--- src/rtl/countdown_pkg.sv ---
// Shared definitions for the countdown round controller: FSM encoding,
// datapath widths and the saturating score accumulator.
package countdown_pkg;

    // Width of the round start value and the remaining count
    localparam int CNT_W   = 7;
    // Width of the accumulated score
    localparam int SCORE_W = 8;
    // Width of the completed-round counter
    localparam int ROUND_W = 4;

    typedef enum logic [2:0] {
        ST_IDLE    = 3'd0,
        ST_RUN     = 3'd1,
        ST_PAUSED  = 3'd2,
        ST_EXPIRED = 3'd3,
        ST_DONE    = 3'd4
    } state_t;

    // Adds the remaining count to the score, clamping at the 8-bit maximum
    function automatic logic [SCORE_W-1:0] sat_add_score(
        input logic [SCORE_W-1:0] score_v,
        input logic [CNT_W-1:0]   count_v
    );
        logic [SCORE_W:0] sum_v;
        sum_v = {1'b0, score_v} + {{(SCORE_W + 1 - CNT_W){1'b0}}, count_v};
        if (sum_v[SCORE_W]) begin
            return {SCORE_W{1'b1}};
        end else begin
            return sum_v[SCORE_W-1:0];
        end
    endfunction

endpackage

--- src/rtl/tick_gen.sv ---
// Prescaler producing one tick every CLOCK enabled cycles. The count
// freezes while en is low so a paused round neither loses nor gains time;
// clr restarts the interval when a round is (re)loaded.
module tick_gen #(
    parameter int CLOCK = 50000000
) (
    input  logic clk,
    input  logic reset,
    input  logic en,
    input  logic clr,
    output logic tick
);

    localparam int PW = (CLOCK > 1) ? $clog2(CLOCK) : 1;
    localparam logic [PW-1:0] LAST = PW'(CLOCK - 1);

    logic [PW-1:0] presc_r;

    // Tick is asserted during the enabled cycle in which the count sits at its last value
    assign tick = en && (presc_r == LAST);

    // Prescaler count: clear wins over enable, wraps after the last value, holds otherwise
    always_ff @(posedge clk) begin
        if (reset) begin
            presc_r <= {PW{1'b0}};
        end else if (clr) begin
            presc_r <= {PW{1'b0}};
        end else if (en) begin
            if (presc_r == LAST) begin
                presc_r <= {PW{1'b0}};
            end else begin
                presc_r <= presc_r + PW'(1);
            end
        end else begin
            presc_r <= presc_r;
        end
    end

endmodule

--- src/rtl/countdown_round_ctrl.sv ---
// Reaction-game round controller: counts each round down from a start
// value, scores the remaining count when the player hits, and ends the game
// after a fixed number of successful rounds or when a round times out.
module countdown_round_ctrl
    import countdown_pkg::*;
#(
    parameter int CLOCK  = 50000000,
    parameter int ROUNDS = 8
) (
    input  logic               clk,
    input  logic               reset,
    input  logic [CNT_W-1:0]   from,
    input  logic               start,
    input  logic               pause,
    input  logic               hit,
    output logic [CNT_W-1:0]   current,
    output logic               running,
    output logic               expired,
    output logic               done,
    output logic [SCORE_W-1:0] score,
    output logic [ROUND_W-1:0] round
);

    localparam logic [ROUND_W-1:0] LAST_ROUND = ROUND_W'(ROUNDS);

    state_t             state_r;
    state_t             state_s;
    logic [CNT_W-1:0]   current_r;
    logic [CNT_W-1:0]   current_s;
    logic [SCORE_W-1:0] score_r;
    logic [SCORE_W-1:0] score_s;
    logic [ROUND_W-1:0] round_r;
    logic [ROUND_W-1:0] round_s;
    logic               running_r;
    logic               expired_r;
    logic               done_r;

    logic               start_ok_s;
    logic               presc_en_s;
    logic               presc_clr_s;
    logic               tick_s;

    // A game may only begin from a quiescent state with a non-zero start value
    assign start_ok_s  = ((state_r == ST_IDLE) || (state_r == ST_DONE)) && start && (from != {CNT_W{1'b0}});
    // Hit and pause pre-empt a tick in RUN, so the prescaler must not advance in those cycles
    assign presc_en_s  = (state_r == ST_RUN) && !hit && !pause;
    assign presc_clr_s = start_ok_s || ((state_r == ST_RUN) && hit);

    tick_gen #(
        .CLOCK (CLOCK)
    ) u_tick_gen (
        .clk   (clk),
        .reset (reset),
        .en    (presc_en_s),
        .clr   (presc_clr_s),
        .tick  (tick_s)
    );

    // Next-state and datapath decode; priority inside RUN is hit, then pause, then tick
    always_comb begin
        state_s   = state_r;
        current_s = current_r;
        score_s   = score_r;
        round_s   = round_r;
        case (state_r)
            ST_IDLE, ST_DONE: begin
                if (start_ok_s) begin
                    state_s   = ST_RUN;
                    current_s = from;
                    score_s   = {SCORE_W{1'b0}};
                    round_s   = {ROUND_W{1'b0}};
                end else begin
                    state_s   = state_r;
                end
            end
            ST_RUN: begin
                if (hit) begin
                    score_s   = sat_add_score(score_r, current_r);
                    round_s   = round_r + ROUND_W'(1);
                    current_s = from;
                    if ((round_r + ROUND_W'(1)) == LAST_ROUND) begin
                        state_s = ST_DONE;
                    end else begin
                        state_s = ST_RUN;
                    end
                end else if (pause) begin
                    state_s = ST_PAUSED;
                end else if (tick_s) begin
                    if (current_r > CNT_W'(1)) begin
                        current_s = current_r - CNT_W'(1);
                    end else begin
                        current_s = {CNT_W{1'b0}};
                        state_s   = ST_EXPIRED;
                    end
                end else begin
                    state_s = ST_RUN;
                end
            end
            ST_PAUSED: begin
                if (pause) begin
                    state_s = ST_RUN;
                end else begin
                    state_s = ST_PAUSED;
                end
            end
            ST_EXPIRED: begin
                state_s = ST_IDLE;
            end
            default: begin
                state_s   = ST_IDLE;
                current_s = {CNT_W{1'b0}};
                score_s   = {SCORE_W{1'b0}};
                round_s   = {ROUND_W{1'b0}};
            end
        endcase
    end

    // State and output registers; status flags are decoded from the next state so they align with it
    always_ff @(posedge clk) begin
        if (reset) begin
            state_r   <= ST_IDLE;
            current_r <= {CNT_W{1'b0}};
            score_r   <= {SCORE_W{1'b0}};
            round_r   <= {ROUND_W{1'b0}};
            running_r <= 1'b0;
            expired_r <= 1'b0;
            done_r    <= 1'b0;
        end else begin
            state_r   <= state_s;
            current_r <= current_s;
            score_r   <= score_s;
            round_r   <= round_s;
            running_r <= (state_s == ST_RUN);
            expired_r <= (state_s == ST_EXPIRED);
            done_r    <= (state_s == ST_DONE);
        end
    end

    assign current = current_r;
    assign running = running_r;
    assign expired = expired_r;
    assign done    = done_r;
    assign score   = score_r;
    assign round   = round_r;

endmodule

--- config.mk ---
export PLATFORM = sky130hd
export DESIGN_NAME = countdown_round_ctrl
export DESIGN_NICKNAME = d
export VERILOG_FILES = /design/src/rtl/countdown_pkg.sv /design/src/rtl/tick_gen.sv /design/src/rtl/countdown_round_ctrl.sv
export SDC_FILE = /design/constraint.sdc
export NUM_CORES = 1
export LEC_CHECK = 0
export BUFFER_PORTS_ARGS = -buffer_cell sky130_fd_sc_hd__buf_2
export CAP_MARGIN = 10
export CELL_PAD_IN_SITES_DETAIL_PLACEMENT = 0
export CELL_PAD_IN_SITES_GLOBAL_PLACEMENT = 1
export CORE_MARGIN = 5
export CORE_UTILIZATION = 44
export CTS_CLUSTER_DIAMETER = 80
export DETAILED_ROUTE_END_ITERATION = 7
export GPL_TIMING_DRIVEN = 0
export PLACE_DENSITY_LB_ADDON = 0.05
export SYNTH_ARGS = -nofsm -noshare
export SYNTH_HDL_FRONTEND = slang
export SYNTH_HIERARCHICAL = 1
export SYNTH_SLANG_ARGS = --single-unit
export TNS_END_PERCENT = 50
--- constraint.sdc ---
create_clock -name clk -period 3.35 [get_ports clk]
set_clock_uncertainty 0.05 [all_clocks]
set_input_delay 0.5025 -clock clk [delete_from_list [all_inputs] [get_ports clk]]
set_output_delay 0.5025 -clock clk [all_outputs]
set_load 0.1 [all_outputs]
==> results of run 1 <==
[how the worst min path moves through the flow]
| stage | slack (ps) | to | start |
|---|---|---|---|
| after floorplan | 400 | u_tick_gen/presc_r[25]$_SDFFE_PP0P_ | u_tick_gen/presc_r[25]$_SDFFE_PP0P_ |
| after global placement | 400 | score[0]$_SDFFE_PP0P_ | score[0]$_SDFFE_PP0P_ |
| after detailed placement | 400 | score[0]$_SDFFE_PP0P_ | score[0]$_SDFFE_PP0P_ |
| after CTS | 410 | current[5]$_SDFFE_PP0P_ | from[5] |
| after global routing | 420 | current[5]$_SDFFE_PP0P_ | from[5] |
| final | 410 | score[0]$_SDFFE_PP0P_ | score[0]$_SDFFE_PP0P_ |
[per-stage QoR]
step	hold slack [ps]	TNS (ps)
after floorplan	397	0
after global placement	403	-2.50
after detailed placement	404	0
after CTS	415	0
after global routing	424	0
final	411	0
[repair_timing]
action / 4_1_cts / 5_1_grt
resized for setup: 1 / 0
setup endpoints to repair: 1 / 3
buffers inserted: 0 / 2
hold buffers: 0 / 0
[worst register-to-register path: stages, from the launching register on]
cell and delay [ps]:
dfxtp_1 310, buf_2 200, nand2b_4 80, nor2_1 220
nand2_1 130, nor2_2 250, and4_2 260, buf_2 190
nand4_2 160, nor2_1 180, nor2b_1 150, o31ai_1 80
a21oi_2 170, nand2_2 130, o32ai_1 280, o2bb2ai_1 140
[cell usage after synthesis (3+ instances only)]
master	n	area, sq um
dfxtp_1	51	1020
nor2_1	35	131
nand2_1	30	113
a21oi_1	29	145
o21ai_0	15	75.1
nand3_1	14	70.1
xor2_1	13	114
ha_1	12	150
nand4_1	10	62.6
o31ai_1	10	75.1
xnor2_1	10	87.6
or4_1	9	67.6
buf_2	7	35.0
inv_1	7	26.3
nor2b_1	6	37.5
and2_1	5	31.3
nand2b_1	4	25.0
nor3_1	4	20.0
or3_1	4	25.0
a211oi_1	3	22.5
and3_1	3	18.8
and4_1	3	26.3
clkbuf_1	3	11.3
nor3b_1	3	22.5
nor4b_1	3	26.3
o21ai_1	3	15.0
[routing by layer]
layer	GRT usage	part of all wire	vias to the layer above
met3	0.0367	0.039	10
met4	0.0558	0.015	0
met1	0.210	0.49	1194
li1	-	-	1313
met5	0	0	-
met2	0.259	0.46	46
[kinds of logic (layout without fill, tap and decap cells)]
kind of cell | Yosys count | count (layout) | synth area share
flip-flops | 51 | 51 | 0.356
AND/OR/NAND/NOR | 149 | 149 | 0.293
AO/OA/AOI/OAI | 81 | 81 | 0.185
buffers and inverters | 19 | 62 | 0.0332
XOR/XNOR | 23 | 23 | 0.0703
adder cells (fa/ha/maj) | 13 | 13 | 0.0594
multiplexers | 1 | 1 | 0.00349
[flip-flops by register name, indices dropped and copies added (netlist names)]
name / flops
current: 7
u_tick_gen/presc_r: 26
round: 4
done: 1
expired: 1
running: 1
state_r: 3
score: 8
[cell type report]
type                       count  area (sq um)
buffer                        12          68.8
clock buffer                   8           100
fill                         610          3110
inverter                       7          26.3
multi-input combinational    267          1750
sequential                    51          1020
tap                           77          96.3
timing repair buffer          35           180
[power by group]
group | switching [uW] | internal (uW)
logic | 233 | 91.8
clock network | 202 | 189
registers | 25.5 | 623
total | 461 | 904
[placed cells by master (no fill, tap or decap), types with 3 or more instances in the layout]
| cell | instances |
|---|---|
| a21oi_1 | 29 |
| and2_1 | 5 |
| xor2_1 | 13 |
| and4_1 | 3 |
| nor2_1 | 34 |
| o21ai_1 | 3 |
| nor3_1 | 4 |
| nand2b_1 | 4 |
| nor2b_1 | 6 |
| a211oi_1 | 3 |
| or4_1 | 9 |
| clkbuf_8 | 7 |
| nor4b_1 | 3 |
| clkbuf_1 | 4 |
| nand3_1 | 14 |
| o31ai_1 | 10 |
| nand2_1 | 30 |
| nor3b_1 | 3 |
| nand4_1 | 10 |
| buf_2 | 40 |
| o21ai_0 | 15 |
| inv_1 | 7 |
| or3_1 | 4 |
| and3_1 | 3 |
| ha_1 | 12 |
| xnor2_1 | 10 |
| dfxtp_1 | 51 |
==> impl_metrics.ini, run 1 <==
[run_status]
outcome = finished clean

[cts]
clk_latency_ps = 300
max-clock-path-buffers = 2
htreeDepth = 2
cts_root_buf = clkbuf_8
cts_buffers = 5
cts.sinks = 51
cts.clk_slew.worst_paths_ps = 90
cts_tree = built

[sta]
rsz0062_at_grt = no
hold_viol = 0
slew_violations = 0
worst_pin_slew_ps = 656
timing.max_slew.rel_slack = 0.558
fmax_mhz = 330
finalSetupViolCount = 0
min_period_ps = 3030
layout_setup_ws_ps = 321
finalCritPeriodShare = 0.904

[detailed_routing]
drt_iter0_markers = 125
wirelength_mm = 6.62
num_vias = 2563
drc = 0
wl_per_cell_microns = 14.5
drt-pass1-iter-count = 4
drtAntennaViolNets = 0
avgViaCountPerCell = 5.61

[power_and_ir_drop]
leakage_uw = 0.00125
power_uw = 1370
pwr_density_cell_nw_per_um2 = 421
irDropWorstVdd_v = 0.000309

[final_layout]
finalNetCount = 404
final_util = 0.511
num_antenna_cells = 0
fin_cells = 457
layout-drive-gt1-share = 0.179
final_area_sq_um = 3240
area_growth_pct = 13.2

[critical_path]
critPathTopFamily = simple AND/OR/NAND/NOR gates
worstSetupPathType = flop to flop
worstPathRequired_ps = 3540
r2r-start = state_r[0]$_SDFF_PP0_
crit_fanout = 9
endpoint = current[2]$_SDFFE_PP0P_
rr_endpoint = current[2]$_SDFFE_PP0P_
startpoint = state_r[0]$_SDFF_PP0_
crit_cells = 15
rrSetupSlack_ps = 320
r2r_cells = 15
cp-end-kind = flop
cp_cell_sequence = buf_2 -> nand2b_4 -> nor2_1 -> nand2_1 -> nor2_2 -> and4_2 -> buf_2 -> nand4_2 -> nor2_1 -> nor2b_1 -> o31ai_1 -> a21oi_2 -> nand2_2 -> o32ai_1 -> o2bb2ai_1
critPathMaxStageDelay_ps = 310
cp.arrival_ps = 3220
critPathSlowestCell = dfxtp_1
cp_num_buf_inv = 2
crit_path_start_kind = flop

[logic_synthesis]
synthCells = 337
synthesis.area_sq_um = 2870
synth_edf_count = 0
yosysWarnings = 6
synth-async-reset-ratio = 0
ys_seq_area_frac = 0.356
syn_area_per_cell_sq_um = 8.50
ys_ff_latch = 51
synth_cell_types = 59
synth_top_flop_cell = dfxtp_1
syn_nets = 362

[place]
io_buffers = 33
placedCellCount = 447
dp_hpwl_mm = 4.91
place_area_sq_um = 3130
gpl.final_weighted_congestion = 0.806
pre_cts_ws_ps = 7.29

[die]
die_area_sq_um = 8230
die_w_microns = 90.7
core_sq_um = 6350
io_pins = 34
rows = 29
start_util = 0.451
die_h_microns = 90.7

[global_routing]
antenna_found_initial = 0
grt_max_degree = 15
gr-total-overflow = 0
grt_pass1_wl_mm = 11.2
grt.total_usage = 0.161
first_global_vias = 2397

[worst_hold_path]
hold_depth = 2
hold_class = flop to flop

[run]
drv_cap = 0
(Power assumes the default switching activity.)
==> run 2, diff against run 1 <==
--- a/config.mk
+++ b/config.mk
@@ -9,12 +9,14 @@
 export CAP_MARGIN = 10
 export CELL_PAD_IN_SITES_DETAIL_PLACEMENT = 0
 export CELL_PAD_IN_SITES_GLOBAL_PLACEMENT = 1
+export CORE_ASPECT_RATIO = 1.2
 export CORE_MARGIN = 5
 export CORE_UTILIZATION = 44
 export CTS_CLUSTER_DIAMETER = 80
 export DETAILED_ROUTE_END_ITERATION = 7
 export GPL_TIMING_DRIVEN = 0
 export PLACE_DENSITY_LB_ADDON = 0.05
+export SKIP_CTS_REPAIR_TIMING = 1
 export SYNTH_ARGS = -nofsm -noshare
 export SYNTH_HDL_FRONTEND = slang
 export SYNTH_HIERARCHICAL = 1
==> run 2 against run 1 <==
Against the previous run: register-to-register slack better by 70 ps; setup slack better by 65 ps; clock power is 8.4% lower; combinational power barely moved; global-route usage up 0.48 points; sequential power hardly changed; utilization down 0.66 points; sequential cell count unchanged; wire length up 0.68%; maximum frequency grew 2.2%; non-clock buffer count is 1 lower; clock-buffer cell count is 1 lower; largest cell class unchanged; largest power group unchanged.
==> impl_metrics.ini, run 2 (same netlist as run 1, synthesis figures left out) <==
[cts]
cts_tree = built
cts.clk_slew.worst_paths_ps = 100
cts_buffers = 5
max-clock-path-buffers = 2
cts.sinks = 51
clk_latency_ps = 310
cts_root_buf = clkbuf_8
htreeDepth = 2

[global_routing]
grt_pass1_wl_mm = 11.4
grt_max_degree = 15
grt.total_usage = 0.166
gr-total-overflow = 0
first_global_vias = 2455
antenna_found_initial = 0

[final_layout]
largest_register_ffs = 26
num_antenna_cells = 0
final_common_cell = dfxtp_1
final_cell_mix = dfxtp_1, buf_2, nor2_1, nand2_1, a21oi_1
area_growth_pct = 12.8
final_area_sq_um = 3230
regMostFlops = u_tick_gen/presc_r
final_util = 0.504
finalNetCount = 403
layout-drive-gt1-share = 0.177

[place]
gpl.final_weighted_congestion = 0.764
place_area_sq_um = 3140
io_buffers = 33
pre_cts_ws_ps = -28.6
dp_hpwl_mm = 4.96

[critical_path]
cp_cell_sequence = buf_2 -> nand2b_4 -> nor2_2 -> nand2_1 -> nor2_2 -> and4_2 -> buf_2 -> nand4_2 -> nor2_1 -> nor2b_1 -> o31ai_1 -> a21oi_2 -> nand2_2 -> o32ai_1 -> o2bb2ai_1
worstPathRequired_ps = 3550
cp.arrival_ps = 3160
critPathSlowestCell = dfxtp_1
crit_fanout = 9
cp-end-kind = flop
critPathMaxStageDelay_ps = 320
worstSetupPathType = flop to flop
crit_path_start_kind = flop

[detailed_routing]
wl_met2_mm = 3.23
wl_per_cell_microns = 14.4
wl_met3_microns = 239
num_vias = 2524
drtAntennaViolNets = 0
wirelength_mm = 6.66
wl_met1_mm = 3.06
drc = 0
avgViaCountPerCell = 5.44
drt-pass1-iter-count = 4
top_layer = met4
drt_iter0_markers = 60

[sta]
finalSetupViolCount = 0
timing.max_slew.rel_slack = 0.501
min_period_ps = 2960
finalCritPeriodShare = 0.885
hold_viol = 0
fmax_mhz = 337
worst_pin_slew_ps = 741
setup_tns_ps = 0
slew_violations = 0
rsz0062_at_grt = no
layout_setup_ws_ps = 386

[run]
drv_cap = 0

[power_and_ir_drop]
pwr_density_cell_nw_per_um2 = 411
leakage_uw = 0.00123
irDropWorstVdd_v = 0.000241

[die]
core_sq_um = 6410
die_w_microns = 83.7
die_area_sq_um = 8230
start_util = 0.447
rows = 32
die_h_microns = 98.4
io_pins = 34

[run_status]
outcome = finished clean

[worst_hold_path]
hold_class = flop to flop
## run 2: changes by cell type in the layout (fill, tap and decap cells not counted)
cell,delta
clkbuf_1,+1
nor2_2,+1
buf_4,-1
clkbuf_8,-2
clkinv_2,+1
nor2_1,-1
## run 2: worst max-delay path: cells and delay by family (launching register included)
kind / cells / cell delay (ps)
compound gates: 4 / 630
flops: 1 / 320
simple gates: 9 / 1510
buf+inv: 2 / 390
## run 2: metal layers
layer,global-route usage,vias up
met1,0.200,1163
met2,0.290,39
met3,0.0321,13
met4,0.0631,0
met5,0,-
li1,-,1309
## run 2: area by class of cell
| class | instances | area, sq um |
|---|---|---|
| repair buffers | 34 | 173 |
| fillers | 664 | 3180 |
| multi-input cells | 267 | 1750 |
| clock inverters | 1 | 5.00 |
| plain buffers | 12 | 68.8 |
| flip-flops and latches | 51 | 1020 |
| clock buffers | 7 | 76.3 |
| inverters | 7 | 26.3 |
| well taps | 85 | 106 |
## run 2: metrics by stage
stage	hold WS (ps)	instances	power [uW]
after floorplan	397	337	914
after global placement	395	455	984
after detailed placement	403	455	982
after CTS	403	463	1340
after global routing	407	464	1400
final	413	464	1330
## run 2: worst paths after layout
kind                               from                      end  slack, ps  depth (start not counted)
setup / recovery  state_r[0]$_SDFF_PP0_  current[2]$_SDFFE_PP0P_        390                         15
hold / removal    score[2]$_SDFFE_PP0P_    score[2]$_SDFFE_PP0P_        410                          2
setup reg to reg  state_r[0]$_SDFF_PP0_  current[2]$_SDFFE_PP0P_        390                         15
hold reg to reg   score[2]$_SDFFE_PP0P_    score[2]$_SDFFE_PP0P_        410                          2
## run 2: where the power goes
part	internal (uW)	switching, uW	total, uW	leakage [uW]
Clock	147	211	358	0.0000422
Combinational	89.6	232	322	0.000777
Sequential	623	25.6	649	0.000413
==> run 3, diff against run 2 <==
==> constraint.sdc (replaced) <==
create_clock -name clk -period 3.05 [get_ports clk]
set_clock_uncertainty 0.05 [all_clocks]
set_input_delay 0.4575 -clock clk [delete_from_list [all_inputs] [get_ports clk]]
set_output_delay 0.4575 -clock clk [all_outputs]
set_load 0.1 [all_outputs]
==> run 3 against run 2 <==
Against the previous run: die area stayed put; final cell count is 0.22% lower; global-route usage stayed put; sequential share of layout area is 0.085 points lower; clock power is 10% higher; utilization is 0.14 points higher; design area is 0.27% higher; critical path type unchanged; hold slack worse by 40 ps; maximum frequency is 4.9% higher; wire length is 0.11% lower; critical endpoint unchanged; largest cell class unchanged; register-to-register slack worse by 160 ps; critical path depth stayed put.
==> impl_metrics.ini, run 3 (same netlist as run 1, synthesis figures left out) <==
[cts]
cts_buffers = 5
cts.clk_slew.worst_paths_ps = 100
clk_latency_ps = 310
cts_tree = built
max-clock-path-buffers = 2
htreeDepth = 2
cts_root_buf = clkbuf_8
cts.sinks = 51

[power_and_ir_drop]
p_sw_uw = 517
power_frac_seq = 0.488
pwr_density_cell_nw_per_um2 = 451
p_sw_frac = 0.353
clkPwrFrac = 0.269
leakage_uw = 0.00123
comb_power_share = 0.242
intPower_uw = 946
irDropWorstVdd_v = 0.000264

[place]
gpl.final_weighted_congestion = 0.764
dp_hpwl_mm = 4.96
pre_cts_ws_ps = -329
io_buffers = 33

[die]
die_h_microns = 98.4
rows = 32
core_sq_um = 6410
die_area_sq_um = 8230
start_util = 0.447
io_pins = 34
die_w_microns = 83.7

[critical_path]
cp-end-kind = flop
critPathMaxStageDelay_ps = 320
worstPathRequired_ps = 3250
endpoint = current[2]$_SDFFE_PP0P_
cp.arrival_ps = 3030
startpoint = state_r[0]$_SDFF_PP0_
critPathSlowestCell = dfxtp_1
crit_path_start_kind = flop
worstSetupPathType = flop to flop
cp_cell_sequence = buf_2 -> nand2b_4 -> nor2_4 -> nand2_1 -> nor2_4 -> and4_2 -> buf_2 -> nand4_2 -> nor2_2 -> nor2b_1 -> o31ai_1 -> a21oi_2 -> nand2_2 -> o32ai_1 -> o2bb2ai_1
crit_fanout = 9
rrSetupSlack_ps = 230
r2r-start = state_r[0]$_SDFF_PP0_
rr_endpoint = current[2]$_SDFFE_PP0P_
r2r_cells = 15

[global_routing]
antenna_found_initial = 0
grt_max_degree = 15
grt_pass1_wl_mm = 11.4
gr-total-overflow = 0
first_global_vias = 2455
grt.total_usage = 0.166

[sta]
hold_viol = 0
layout_setup_ws_ps = 225
finalCritPeriodShare = 0.926
slew_violations = 0
timing.max_slew.rel_slack = 0.476
fmax_mhz = 354
whs_ps = 373
min_period_ps = 2820
finalSetupViolCount = 0
worst_pin_slew_ps = 777

[detailed_routing]
wl_per_cell_microns = 14.4
drt-pass1-iter-count = 4
drc = 0
drt_iter0_markers = 69
avgViaCountPerCell = 5.43
num_vias = 2516
wirelength_mm = 6.65
drtAntennaViolNets = 0

[final_layout]
regArea_sq_um = 1020
final_common_cell = dfxtp_1
multi_input_area_sq_um = 1770
layout-drive-gt1-share = 0.180
nFillCells = 665
largest_register_ffs = 26
final_cell_mix = dfxtp_1, buf_2, nor2_1, nand2_1, a21oi_1
finalNetCount = 402
num_antenna_cells = 0
area_growth_pct = 13.1
regMostFlops = u_tick_gen/presc_r

[run_status]
outcome = finished clean

[worst_hold_path]
hold_class = input pin to flop

[run]
drv_cap = 0
[run 3: worst min path at each step]
stage                                             start                                  end  slack (ps)  depth (start not counted)
floorplan           u_tick_gen/presc_r[25]$_SDFFE_PP0P_  u_tick_gen/presc_r[25]$_SDFFE_PP0P_         400                          2
global placement                  score[0]$_SDFFE_PP0P_                score[0]$_SDFFE_PP0P_         400                          2
detailed placement                score[0]$_SDFFE_PP0P_                score[0]$_SDFFE_PP0P_         400                          2
CTS                                             from[5]              current[5]$_SDFFE_PP0P_         360                          3
global route                                    from[5]              current[5]$_SDFFE_PP0P_         360                          3
finish                                          from[5]              current[5]$_SDFFE_PP0P_         370                          3
[run 3: worst max-delay path: cells and delay by family (launching register included)]
kind,cells,cell delay (ps)
AOI/OAI and AO/OA,4,630
and+or+nand+nor,9,1370
buffers and inverters,2,390
DFF,1,320
[run 3: layer usage]
layer,vias to the layer above,track usage,part of all wire
met3,11,0.0321,0.041
li1,1308,-,-
met4,0,0.0631,0.018
met1,1151,0.200,0.45
met2,46,0.290,0.49
met5,-,0,0
[run 3: area by class of cell]
cell class,instances,share of cell area
Timing Repair Buffer,34,0.0533
Multi-Input combinational cell,267,0.545
Sequential cell,51,0.315
Clock inverter,1,0.00154
Buffer,11,0.0201
Clock buffer,7,0.0236
Tap cell,85,0.0328
Inverter,7,0.00811
[run 3: power groups by stage]
stage               Sequential, uW  Combinational [uW]  Clock [uW]
detailed placement             729                 350           0
CTS                            713                 352         407
global placement               730                 351           0
floorplan                      841                 162           0
global route                   719                 383         434
finish                         714                 354         394
[run 3: stage by stage]
step / std cells / cell area [sq um] / power, uW / util / setup TNS, ps
2_1_floorplan: 337 / 2870 / 1000 / - / 0
3_3_place_gp: 455 / 3140 / 1080 / 0.490 / -1410
3_5_place_dp: 455 / 3140 / 1080 / 0.490 / -1310
4_1_cts: 463 / 3220 / 1470 / 0.502 / -1480
5_1_grt: 463 / 3240 / 1540 / 0.506 / -26.3
6_report: 463 / 3240 / 1460 / 0.506 / 0
